File: src/rtl/cpu_row_streamer_if.sv
// Host-to-chip row streamer bus.
// Host drives row/control, streamer returns words and row metadata.
interface cpu_row_streamer_if #(
    parameter int ROW_W  = 480,
    parameter int WORD_W = 16
);
    logic [ROW_W-1:0]  row;
    logic [WORD_W-1:0] cnnData;
    logic              cnn_image;
    logic              load_process;
    logic              send;
    logic              stop;
    logic [WORD_W-1:0] data;
    logic              startDecompression;
    logic [WORD_W-1:0] rowSize;
    logic [WORD_W-1:0] extraBits;
    logic [WORD_W-1:0] initialRowSize;
    logic [WORD_W-1:0] splitSize;

    modport master (
        output row, cnnData, cnn_image, load_process, send, stop,
        input  data, startDecompression, rowSize, extraBits,
        input  initialRowSize, splitSize
    );

    modport slave (
        input  row, cnnData, cnn_image, load_process, send, stop,
        output data, startDecompression, rowSize, extraBits,
        output initialRowSize, splitSize
    );
endinterface

File: src/rtl/cpu_row_streamer.sv
// Host-side front end of the DCNN accelerator.
// Captures compressed rows and streams them as words, or forwards CNN data.
module cpu_row_streamer #(
    parameter int ROW_W  = 480,
    parameter int WORD_W = 16
) (
    input logic               clk,
    input logic               rst,
    cpu_row_streamer_if.slave bus
);
    localparam int PAY_W = ROW_W - WORD_W;
    localparam int SH    = $clog2(WORD_W);

    typedef enum logic [2:0] {
        IDLE,
        LOAD,
        STREAM,
        WAIT,
        CNN
    } state_t;

    state_t            state;
    logic              send_q;
    logic              pending;
    logic              req;
    logic [PAY_W-1:0]  pay_q;
    logic [WORD_W-1:0] cnt_q;
    logic [WORD_W-1:0] data_q;
    logic              sd_q;
    logic [WORD_W-1:0] rs_q;
    logic [WORD_W-1:0] eb_q;
    logic [WORD_W-1:0] irs_q;
    logic [WORD_W-1:0] hdr;
    logic [WORD_W-1:0] irs_c;
    logic [WORD_W-1:0] rs_c;
    logic [WORD_W-1:0] eb_c;

    assign req = bus.send & ~send_q;

    assign bus.data               = data_q;
    assign bus.startDecompression = sd_q;
    assign bus.rowSize            = rs_q;
    assign bus.extraBits          = eb_q;
    assign bus.initialRowSize     = irs_q;
    assign bus.splitSize          = WORD_W'(WORD_W);

    // Row metadata from the header: clamp, word count, padding bits.
    always_comb begin
        hdr   = bus.row[ROW_W-1 -: WORD_W];
        irs_c = (hdr > WORD_W'(PAY_W)) ? WORD_W'(PAY_W) : hdr;
        rs_c  = (irs_c + WORD_W'(WORD_W - 1)) >> SH;
        eb_c  = (rs_c << SH) - irs_c;
    end

    // Mode control, row capture and word streaming.
    always_ff @(posedge clk) begin
        if (rst) begin
            state   <= IDLE;
            send_q  <= 1'b0;
            pending <= 1'b0;
            pay_q   <= '0;
            cnt_q   <= '0;
            data_q  <= '0;
            sd_q    <= 1'b0;
            rs_q    <= '0;
            eb_q    <= '0;
            irs_q   <= '0;
        end else begin
            send_q <= bus.send;
            sd_q   <= 1'b0;
            if (!bus.load_process) begin
                state   <= IDLE;
                data_q  <= '0;
                pending <= 1'b0;
            end else if (bus.cnn_image) begin
                state   <= CNN;
                data_q  <= bus.cnnData;
                pending <= 1'b0;
            end else begin
                unique case (state)
                    IDLE: state <= LOAD;
                    LOAD: begin
                        if (req) pending <= 1'b1;
                        if (!bus.stop) begin
                            pay_q <= bus.row[PAY_W-1:0];
                            irs_q <= irs_c;
                            rs_q  <= rs_c;
                            eb_q  <= eb_c;
                            cnt_q <= '0;
                            sd_q  <= 1'b1;
                            state <= (rs_c == '0) ? WAIT : STREAM;
                        end
                    end
                    STREAM: begin
                        if (req) pending <= 1'b1;
                        if (!bus.stop) begin
                            data_q <= pay_q[PAY_W-1 -: WORD_W];
                            pay_q  <= pay_q << WORD_W;
                            cnt_q  <= cnt_q + WORD_W'(1);
                            if (cnt_q == rs_q - WORD_W'(1)) begin
                                if (req || pending) begin
                                    state   <= LOAD;
                                    pending <= 1'b0;
                                end else begin
                                    state <= WAIT;
                                end
                            end
                        end
                    end
                    WAIT: begin
                        if (req || pending) begin
                            state   <= LOAD;
                            pending <= 1'b0;
                        end
                    end
                    CNN:     state <= IDLE;
                    default: state <= IDLE;
                endcase
            end
        end
    end
endmodule

File: src/flat_wrapper.sv
// flat-port wrapper written by rule: the top's interface ports become plain ports
module cpu_row_streamer_flat 
#(
    parameter int ROW_W  = 480,
    parameter int WORD_W = 16
)
  (clk, rst, bus_row, bus_cnnData, bus_cnn_image, bus_load_process, bus_send, bus_stop, bus_data, bus_startDecompression, bus_rowSize, bus_extraBits, bus_initialRowSize, bus_splitSize);
  cpu_row_streamer_if #(.ROW_W(ROW_W), .WORD_W(WORD_W)) bus_i ();
  input logic clk;
  input logic rst;
  input wire logic [$bits(bus_i.row)-1:0] bus_row;
  input wire logic [$bits(bus_i.cnnData)-1:0] bus_cnnData;
  input wire logic [$bits(bus_i.cnn_image)-1:0] bus_cnn_image;
  input wire logic [$bits(bus_i.load_process)-1:0] bus_load_process;
  input wire logic [$bits(bus_i.send)-1:0] bus_send;
  input wire logic [$bits(bus_i.stop)-1:0] bus_stop;
  output wire logic [$bits(bus_i.data)-1:0] bus_data;
  output wire logic [$bits(bus_i.startDecompression)-1:0] bus_startDecompression;
  output wire logic [$bits(bus_i.rowSize)-1:0] bus_rowSize;
  output wire logic [$bits(bus_i.extraBits)-1:0] bus_extraBits;
  output wire logic [$bits(bus_i.initialRowSize)-1:0] bus_initialRowSize;
  output wire logic [$bits(bus_i.splitSize)-1:0] bus_splitSize;
  assign bus_i.row = bus_row;
  assign bus_i.cnnData = bus_cnnData;
  assign bus_i.cnn_image = bus_cnn_image;
  assign bus_i.load_process = bus_load_process;
  assign bus_i.send = bus_send;
  assign bus_i.stop = bus_stop;
  assign bus_data = bus_i.data;
  assign bus_startDecompression = bus_i.startDecompression;
  assign bus_rowSize = bus_i.rowSize;
  assign bus_extraBits = bus_i.extraBits;
  assign bus_initialRowSize = bus_i.initialRowSize;
  assign bus_splitSize = bus_i.splitSize;
  cpu_row_streamer #(.ROW_W(ROW_W), .WORD_W(WORD_W)) u_core (.clk(clk), .rst(rst), .bus(bus_i));
endmodule
File: config.mk
export PLATFORM = sky130hd
export DESIGN_NAME = cpu_row_streamer_flat
export DESIGN_NICKNAME = d
export VERILOG_FILES = /design/src/rtl/cpu_row_streamer_if.sv /design/src/rtl/cpu_row_streamer.sv /design/src/flat_wrapper.sv
export SDC_FILE = /design/constraint.sdc
export NUM_CORES = 1
export LEC_CHECK = 0
export CAP_MARGIN = 10
export CORE_MARGIN = 5
export CORE_UTILIZATION = 25
export CTS_BUF_LIST = sky130_fd_sc_hd__clkbuf_8 sky130_fd_sc_hd__clkbuf_16
export DETAILED_ROUTE_END_ITERATION = 12
export GPL_ROUTABILITY_DRIVEN = 0
export HOLD_SLACK_MARGIN = 0.12
export MAX_ROUTING_LAYER = met4
export SLEW_MARGIN = 20
export SYNTH_ARGS = -nofsm -noshare
export SYNTH_HDL_FRONTEND = slang
export SYNTH_SLANG_ARGS = --single-unit
File: constraint.sdc
create_clock -name clk -period 10.9 [get_ports clk]
set_input_delay 2.725 -clock clk [delete_from_list [all_inputs] [get_ports clk]]
set_output_delay 2.725 -clock clk [all_outputs]
set_load 0.03 [all_outputs]
==> results of run 1 <==
-- how the worst min path moves through the flow --
stage / cells after the start / slack (ns) / to / startpoint
6_report: 2 / 0.45 / u_core.bus.extraBits[4]$_SDFFE_PP0P_ / u_core.bus.extraBits[4]$_SDFFE_PP0P_
3_3_place_gp: 2 / 0.44 / u_core.bus.extraBits[4]$_SDFFE_PP0P_ / u_core.bus.extraBits[4]$_SDFFE_PP0P_
4_1_cts: 2 / 0.45 / u_core.bus.extraBits[4]$_SDFFE_PP0P_ / u_core.bus.extraBits[4]$_SDFFE_PP0P_
5_1_grt: 2 / 0.48 / u_core.bus.extraBits[4]$_SDFFE_PP0P_ / u_core.bus.extraBits[4]$_SDFFE_PP0P_
3_5_place_dp: 1 / 0.44 / u_core.bus.initialRowSize[12]$_SDFFE_PP0P_ / u_core.bus.initialRowSize[12]$_SDFFE_PP0P_
2_1_floorplan: 1 / 0.45 / u_core.pay_q[0]$_SDFFE_PP0P_ / u_core.pay_q[0]$_SDFFE_PP0P_
-- worst min-delay path: cells and delay by family, from the launching register on --
family,cells,cell delay [ns]
AOI/OAI and AO/OA,1,0.05
DFF,1,0.30
and+or+nand+nor,1,0.05
-- synthesized netlist by cell type, drive strengths merged, types with 9 or more instances --
| master | n |
|---|---|
| nand2 | 950 |
| dfxtp | 545 |
| nor2 | 517 |
| a311oi | 449 |
| clkbuf | 204 |
| buf | 106 |
| a21oi | 58 |
| o21ai | 31 |
| xnor2 | 21 |
| nor3 | 20 |
| xor2 | 18 |
| nand3 | 17 |
| a211oi | 16 |
| a22o | 16 |
| ha | 13 |
| and2 | 11 |
| nor4 | 11 |
| inv | 9 |
| or3 | 9 |
-- state kept, by name (all words and copies together) (netlist names), 3 cells and up --
| name | flops |
|---|---|
| u_core.pay_q | 464 |
| u_core.bus.data | 16 |
| u_core.bus.initialRowSize | 16 |
| u_core.cnt_q | 16 |
| u_core.bus.extraBits | 15 |
| u_core.bus.rowSize | 12 |
| u_core.state | 3 |
-- metal layers --
layer / wire length, um / GRT usage, %
met1: 40980 / 22.44
met4: 2210 / 5.398
met5: 0 / -
met2: 40470 / 25.49
met3: 5172 / 3.358
-- final cells by class --
type                       instances  area [um^2]
fill                           10000        62760
multi-input combinational       2264        11810
sequential                       545        10910
timing repair buffer             585         5873
clock buffer                      78         1851
tap                             1265         1583
clock inverter                    36        266.5
antenna                           25        62.56
inverter                          10        37.54
-- through the flow --
step	hold WS, ns	area (um^2)
6_report	0.4510	32390
5_1_grt	0.4782	32390
3_3_place_gp	0.4393	30210
4_1_cts	0.4547	32330
2_1_floorplan	0.4492	24080
3_5_place_dp	0.4435	30210
-- report_power, final --
group	switching (uW)	total, uW	internal [uW]	leakage [uW]
sequential	14.3	2030	2020	0.00440
combinational	165	374	209	0.00554
clock	886	2160	1280	0.00109
total	1060	4570	3500	0.0110
-- kinds of logic (layout without fill, tap and decap cells) --
family,after synthesis,count (layout),share of synthesized area [%]
AO/OA/AOI/OAI,604,604,20.61
other,2,53,0.03132
adder cells (fa/ha/maj),13,13,0.6783
flip-flops,545,545,45.50
multiplexers,2,2,0.08870
buffers and inverters,320,709,5.750
XOR/XNOR,39,39,1.424
AND/OR/NAND/NOR,1578,1578,25.92
==> reports/summary.txt, run 1 <==
Global-route wire length before repair: 132,100 um
Period minus WS final: 6.752 ns
Largest area contributor in the netlist: dfxtp_1
Ys Warns: 0
Initial Utilization: 25.20%
FF-to-FF Start: u_core.state[1]$_SDFFE_PP0P_
CP max FO: 15
Max Cap Viol: 0
Status: finished clean
Largest net degree at the start of global routing: 253
Hold Violations, Final: 0
Share of flip-flops with an asynchronous set or reset: 0%
Worst setup endpoint: u_core.bus.extraBits[12]$_SDFFE_PP0P_
H-tree levels: 3
P per Cell Area: 141.0 nW/um^2
Most frequent cells in the layout: 950 x nand2_1, 560 x clkdlybuf4s50_1, 545 x dfxtp_1
Post-synthesis sequential area ratio: 45.50%
Crit. End Element: flip-flop
Setup TNS: 0 ns
GRT overflow: 0
Worst-path clk slew: 0.06 ns
Crit path depth: 16
Synth cell types: 65
Gate Count Post-Synth: 3,103
Crit path DAT: 7.21 ns
Initial antenna violation count: 28
Slew Limit Fails: 0
Num ports: 583
Via density: 4.812
Vias in the first global route: 21,647
Worst Skew: 0.01882 ns
Row cnt: 113
Mapped cell area: 23,980 um^2
Hold_buf cts: 0
Layout area overhead: 35.08%
Utilization after layout: 34.04%
Fmax achieved: 0.1481 GHz
R2r setup slk: 7.38 ns
Reg2Reg Depth: 6
Crit path setup slack, layout: 4.148 ns
Worst hold path class: reg2reg
Final setup viols: 0
Critical-path cell list: clkdlybuf4s50_1 -> nor4_1 -> nand2_1 -> nor2_1 -> nand2_1 -> ha_1 -> and2_1 -> nor3_1 -> ha_1 -> xor2_1 -> a32oi_1 -> o32a_1 -> o311ai_1 -> o2111ai_1 -> a21boi_0 -> o31ai_1
Worst Setup SP: bus_row[479]
Clk_lat worst skew: 0.60 ns
VDD IR max: 0.08987 mV
Share of layout cells above drive strength 1: 3.923%
#FFs+latches synth: 545
Crit-path slowest cell: nor4_1
DR WL/cell: 18.48 um
Syn Area/Cell: 7.728 um^2
Dpl ws: 3.611 ns
Slew headroom: 22.98%
Max stage delay on crit path: 0.57 ns
First-pass DRT Iterations: 5
Largest cells by area after synthesis: dfxtp_1 45%, a311oi_1 16%, nand2_1 15%, nor2_1 8.1%, clkbuf_1 3.2%
Tcrit/Tclk final: 61.95%
Cell family with most CP delay: simple AND/OR/NAND/NOR gates
Final ANT Viol Nets: 0
Die Y: 319.7 um
Placed cell count: 4,669
Port Buf Inserts: 562
Slew @ Worst Pin: 1.155 ns
Clock sink total: 545
Most common cell after layout, fill and taps aside: nand2_1
TritonCTS Buffers: 67
Filler-free cell count of the finished design: 4,808
Worst path buffer plus inverter count: 1
Post_cts resized: 0
Die span in x: 319.7 um
DRC: 0
Detail Placement HPWL: 62,270 um
Final WL: 88,830 um
Post-synth top area share: 45.50%
Leak Pwr: 0.01103 uW
R2R Path End: u_core.pay_q[304]$_SDFFE_PP0P_
Total power: 4568 uW
Nets: 3,988
Die footprint: 102,200 um^2
Root buffer cell: clkbuf_16
Iteration-0 DRC Markers: 2,035
Number of enable flip-flop cells after synthesis: 0
Max clock buf depth: 3
Crit start category: input port
RSZ-0062 raised after global routing: false
DR vias: 23,134
Top FF cell, synth: dfxtp_1
Setup CP Type: in2reg
Core box area: 95,150 um^2
Post-CTS setup buffers: 0
Tot GR Track Use: 16.76%
CTS tree: yes
Req. time, crit path: 11.36 ns
Note: power is estimated with default switching activity, not from simulation.
==> run 2: changes to the inputs <==
==> constraint.sdc (replaced) <==
create_clock -name clk -period 6.56 [get_ports clk]
set_input_delay 1.64 -clock clk [delete_from_list [all_inputs] [get_ports clk]]
set_output_delay 1.64 -clock clk [all_outputs]
set_load 0.03 [all_outputs]
==> run 2 against run 1 <==
Clock power is 79% higher. Global-route usage is 0.28 points higher. Wire length is 0.88% higher. Critical path depth is 2 higher. Critical endpoint is now u_core.bus.extraBits[10]$_SDFFE_PP0P_. First-iteration DRC count is 5.7% higher. Register-to-register slack worse by 3.6 ns. Largest cell class unchanged. Highest routed layer unchanged. Sequential share of layout area is 0.35 points lower.
==> reports/summary.txt, run 2 (synthesis gave the netlist of run 1 again) <==
Status: finished clean
Die footprint: 102,200 um^2 (unchanged)
Worst Skew: 0.01289 ns (-0.005934 ns)
Initial antenna violation count: 20 (-29%)
Hold_sp: u_core.bus.extraBits[12]$_SDFFE_PP0P_
Root buffer cell: clkbuf_16
Final setup viols: 0 (unchanged)
GRT overflow: 0 (unchanged)
Max clock buf depth: 3 (unchanged)
Final Instance Area: 32,730 um^2 (+1.0%)
Period minus WS final: 5.226 ns
Largest net degree at the start of global routing: 246 (-2.8%)
Clk_lat worst skew: 0.61 ns (about the same)
Post_cts resized: 0 (unchanged)
Core box area: 95,150 um^2 (unchanged)
Row cnt: 113 (unchanged)
Die span in x: 319.7 um (unchanged)
Port Buf Inserts: 562 (unchanged)
TritonCTS Buffers: 67 (unchanged)
Area of the multi-input gates: 11,810 um^2 (about the same)
Layout area overhead: 36.50%
RSZ-0062 raised after global routing: false
Share of layout cells above drive strength 1: 4.304% (+0.38 points)
Max Cap Viol: 0 (unchanged)
Slew headroom: 14.74% (-8.2 points)
Reg2Reg Depth: 6 (unchanged)
Fmax achieved: 0.1914 GHz
Hold Crit Depth: 2 (unchanged)
R2r setup slk: 3.79 ns (-3.59 ns)
R2R Path End: u_core.pay_q[227]$_SDFFE_PP0P_
VDD IR max: 0.1657 mV (+84%)
Crit path setup slack, layout: 1.334 ns (-2.814 ns)
Vias in the first global route: 21,995 (+1.6%)
Num ports: 583 (unchanged)
Max FFs per register: 464 (unchanged)
Filler-free cell count of the finished design: 4,820 (+0.25%)
Placed cell count: 4,678 (+0.19%)
Final ANT Viol Nets: 0 (unchanged)
FF-to-FF Start: u_core.state[1]$_SDFFE_PP0P_
Storage cell area: 10,910 um^2 (unchanged)
DR WL/cell: 18.59 um (+0.63%)
CP max FO: 15 (unchanged)
Via density: 4.803 (-0.18%)
Worst-path clk slew: 0.06 ns (about the same)
Clock sink total: 545 (unchanged)
Slew @ Worst Pin: 1.279 ns (+0.1236 ns)
Global-route wire length before repair: 134,500 um (+1.8%)
Slew Limit Fails: 0 (unchanged)
Worst hold margin: 0.4523 ns (+0.001294 ns)
Crit. End Element: flip-flop
DR vias: 23,149 (+0.065%)
Detail Placement HPWL: 62,860 um (+0.95%)
Cell Area, Placed: 30,360 um^2 (+0.48%)
Initial Utilization: 25.20% (unchanged)
Final WL: 89,610 um (+0.88%)
H-tree levels: 3 (unchanged)
Worst hold path class: reg2reg
Hold endpoint: u_core.bus.extraBits[12]$_SDFFE_PP0P_
Crit path DAT: 5.69 ns (-1.52 ns)
Tot GR Track Use: 17.04% (+0.28 points)
Post-CTS setup buffers: 0 (unchanged)
Crit start category: input port
DRC: 0 (unchanged)
Tcrit/Tclk final: 79.66%
Hold_buf cts: 0 (unchanged)
P per Cell Area: 240.3 nW/um^2 (+70%)
Die Y: 319.7 um (unchanged)
Setup TNS: 0 ns (unchanged)
Setup CP Type: in2reg
Req. time, crit path: 7.03 ns (-4.33 ns)
Fillers: 9,999 (-0.010%)
Biggest register: u_core.pay_q
CTS tree: yes
Most frequent cells in the layout: 950 x nand2_1, 560 x clkdlybuf4s50_1, 545 x dfxtp_1
Leak Pwr: 0.01120 uW (+1.5%)
Iteration-0 DRC Markers: 2,151 (+5.7%)
Nets: 3,997 (+0.23%)
Hold Violations, Final: 0 (unchanged)
First-pass DRT Iterations: 8 (+3)
Dpl ws: 0.7726 ns (-2.838 ns)
Most common cell after layout, fill and taps aside: nand2_1
[run 2: cell types whose count changed in the layout (fill, tap and decap cells not counted), sizes merged]
cell,before,now
buf,25,34
bufinv,3,6
inv,25,26
clkbuf,78,85
clkinv,14,9
clkinvlp,4,3
diode,25,23
[run 2: layout make-up]
type / instances / share of cell area [%]
clock buffer: 85 / 6.085
clock inverter: 34 / 0.9900
inverter: 10 / 0.1147
multi-input combinational: 2264 / 36.09
antenna: 23 / 0.1758
sequential: 545 / 33.33
timing repair buffer: 594 / 18.38
tap: 1265 / 4.835
[run 2: worst max path at each step]
stage / start / to / slack (ns)
after global routing: bus_row[474] / u_core.bus.extraBits[10]$_SDFFE_PP0P_ / 1.06
after floorplan: bus_row[474] / u_core.bus.extraBits[8]$_SDFFE_PP0P_ / 1.28
after global placement: bus_row[474] / u_core.bus.extraBits[10]$_SDFFE_PP0P_ / 0.84
after CTS: bus_row[474] / u_core.bus.extraBits[10]$_SDFFE_PP0P_ / 1.45
final: bus_row[474] / u_core.bus.extraBits[10]$_SDFFE_PP0P_ / 1.33
after detailed placement: bus_row[474] / u_core.bus.extraBits[10]$_SDFFE_PP0P_ / 0.77
[run 2: power by group]
group          switching (uW)  internal (uW)  total, uW
logic                     268            348        616
registers                23.8           3350       3370
clock network            1500           2370       3870
[run 2: worst max-delay path, cell delays in order]
cell	delay [ns]
clkdlybuf4s50_1	0.43
nor4_1	0.58
nand2_1	0.11
buf_4	0.21
nor2_1	0.12
buf_4	0.16
nand2_1	0.08
ha_1	0.22
and2_1	0.18
nor3_1	0.14
ha_1	0.37
xor2_1	0.18
a32oi_1	0.09
o32a_1	0.20
o311ai_1	0.47
o21ai_0	0.21
mux2i_1	0.21
a31oi_1	0.10
[run 2: stage by stage]
stage,utilization (%),total power [uW]
floorplan,-,3684
global placement,31.90,4056
detailed placement,31.91,4058
CTS,34.34,7985
global route,34.38,8173
finish,34.40,7864
[run 2: metal layers]
layer | GRT usage (%) | wire length [um]
met5 | - | 0
met4 | 4.245 | 1855
met3 | 4.015 | 6018
met2 | 26.72 | 41400
met1 | 22.28 | 40340
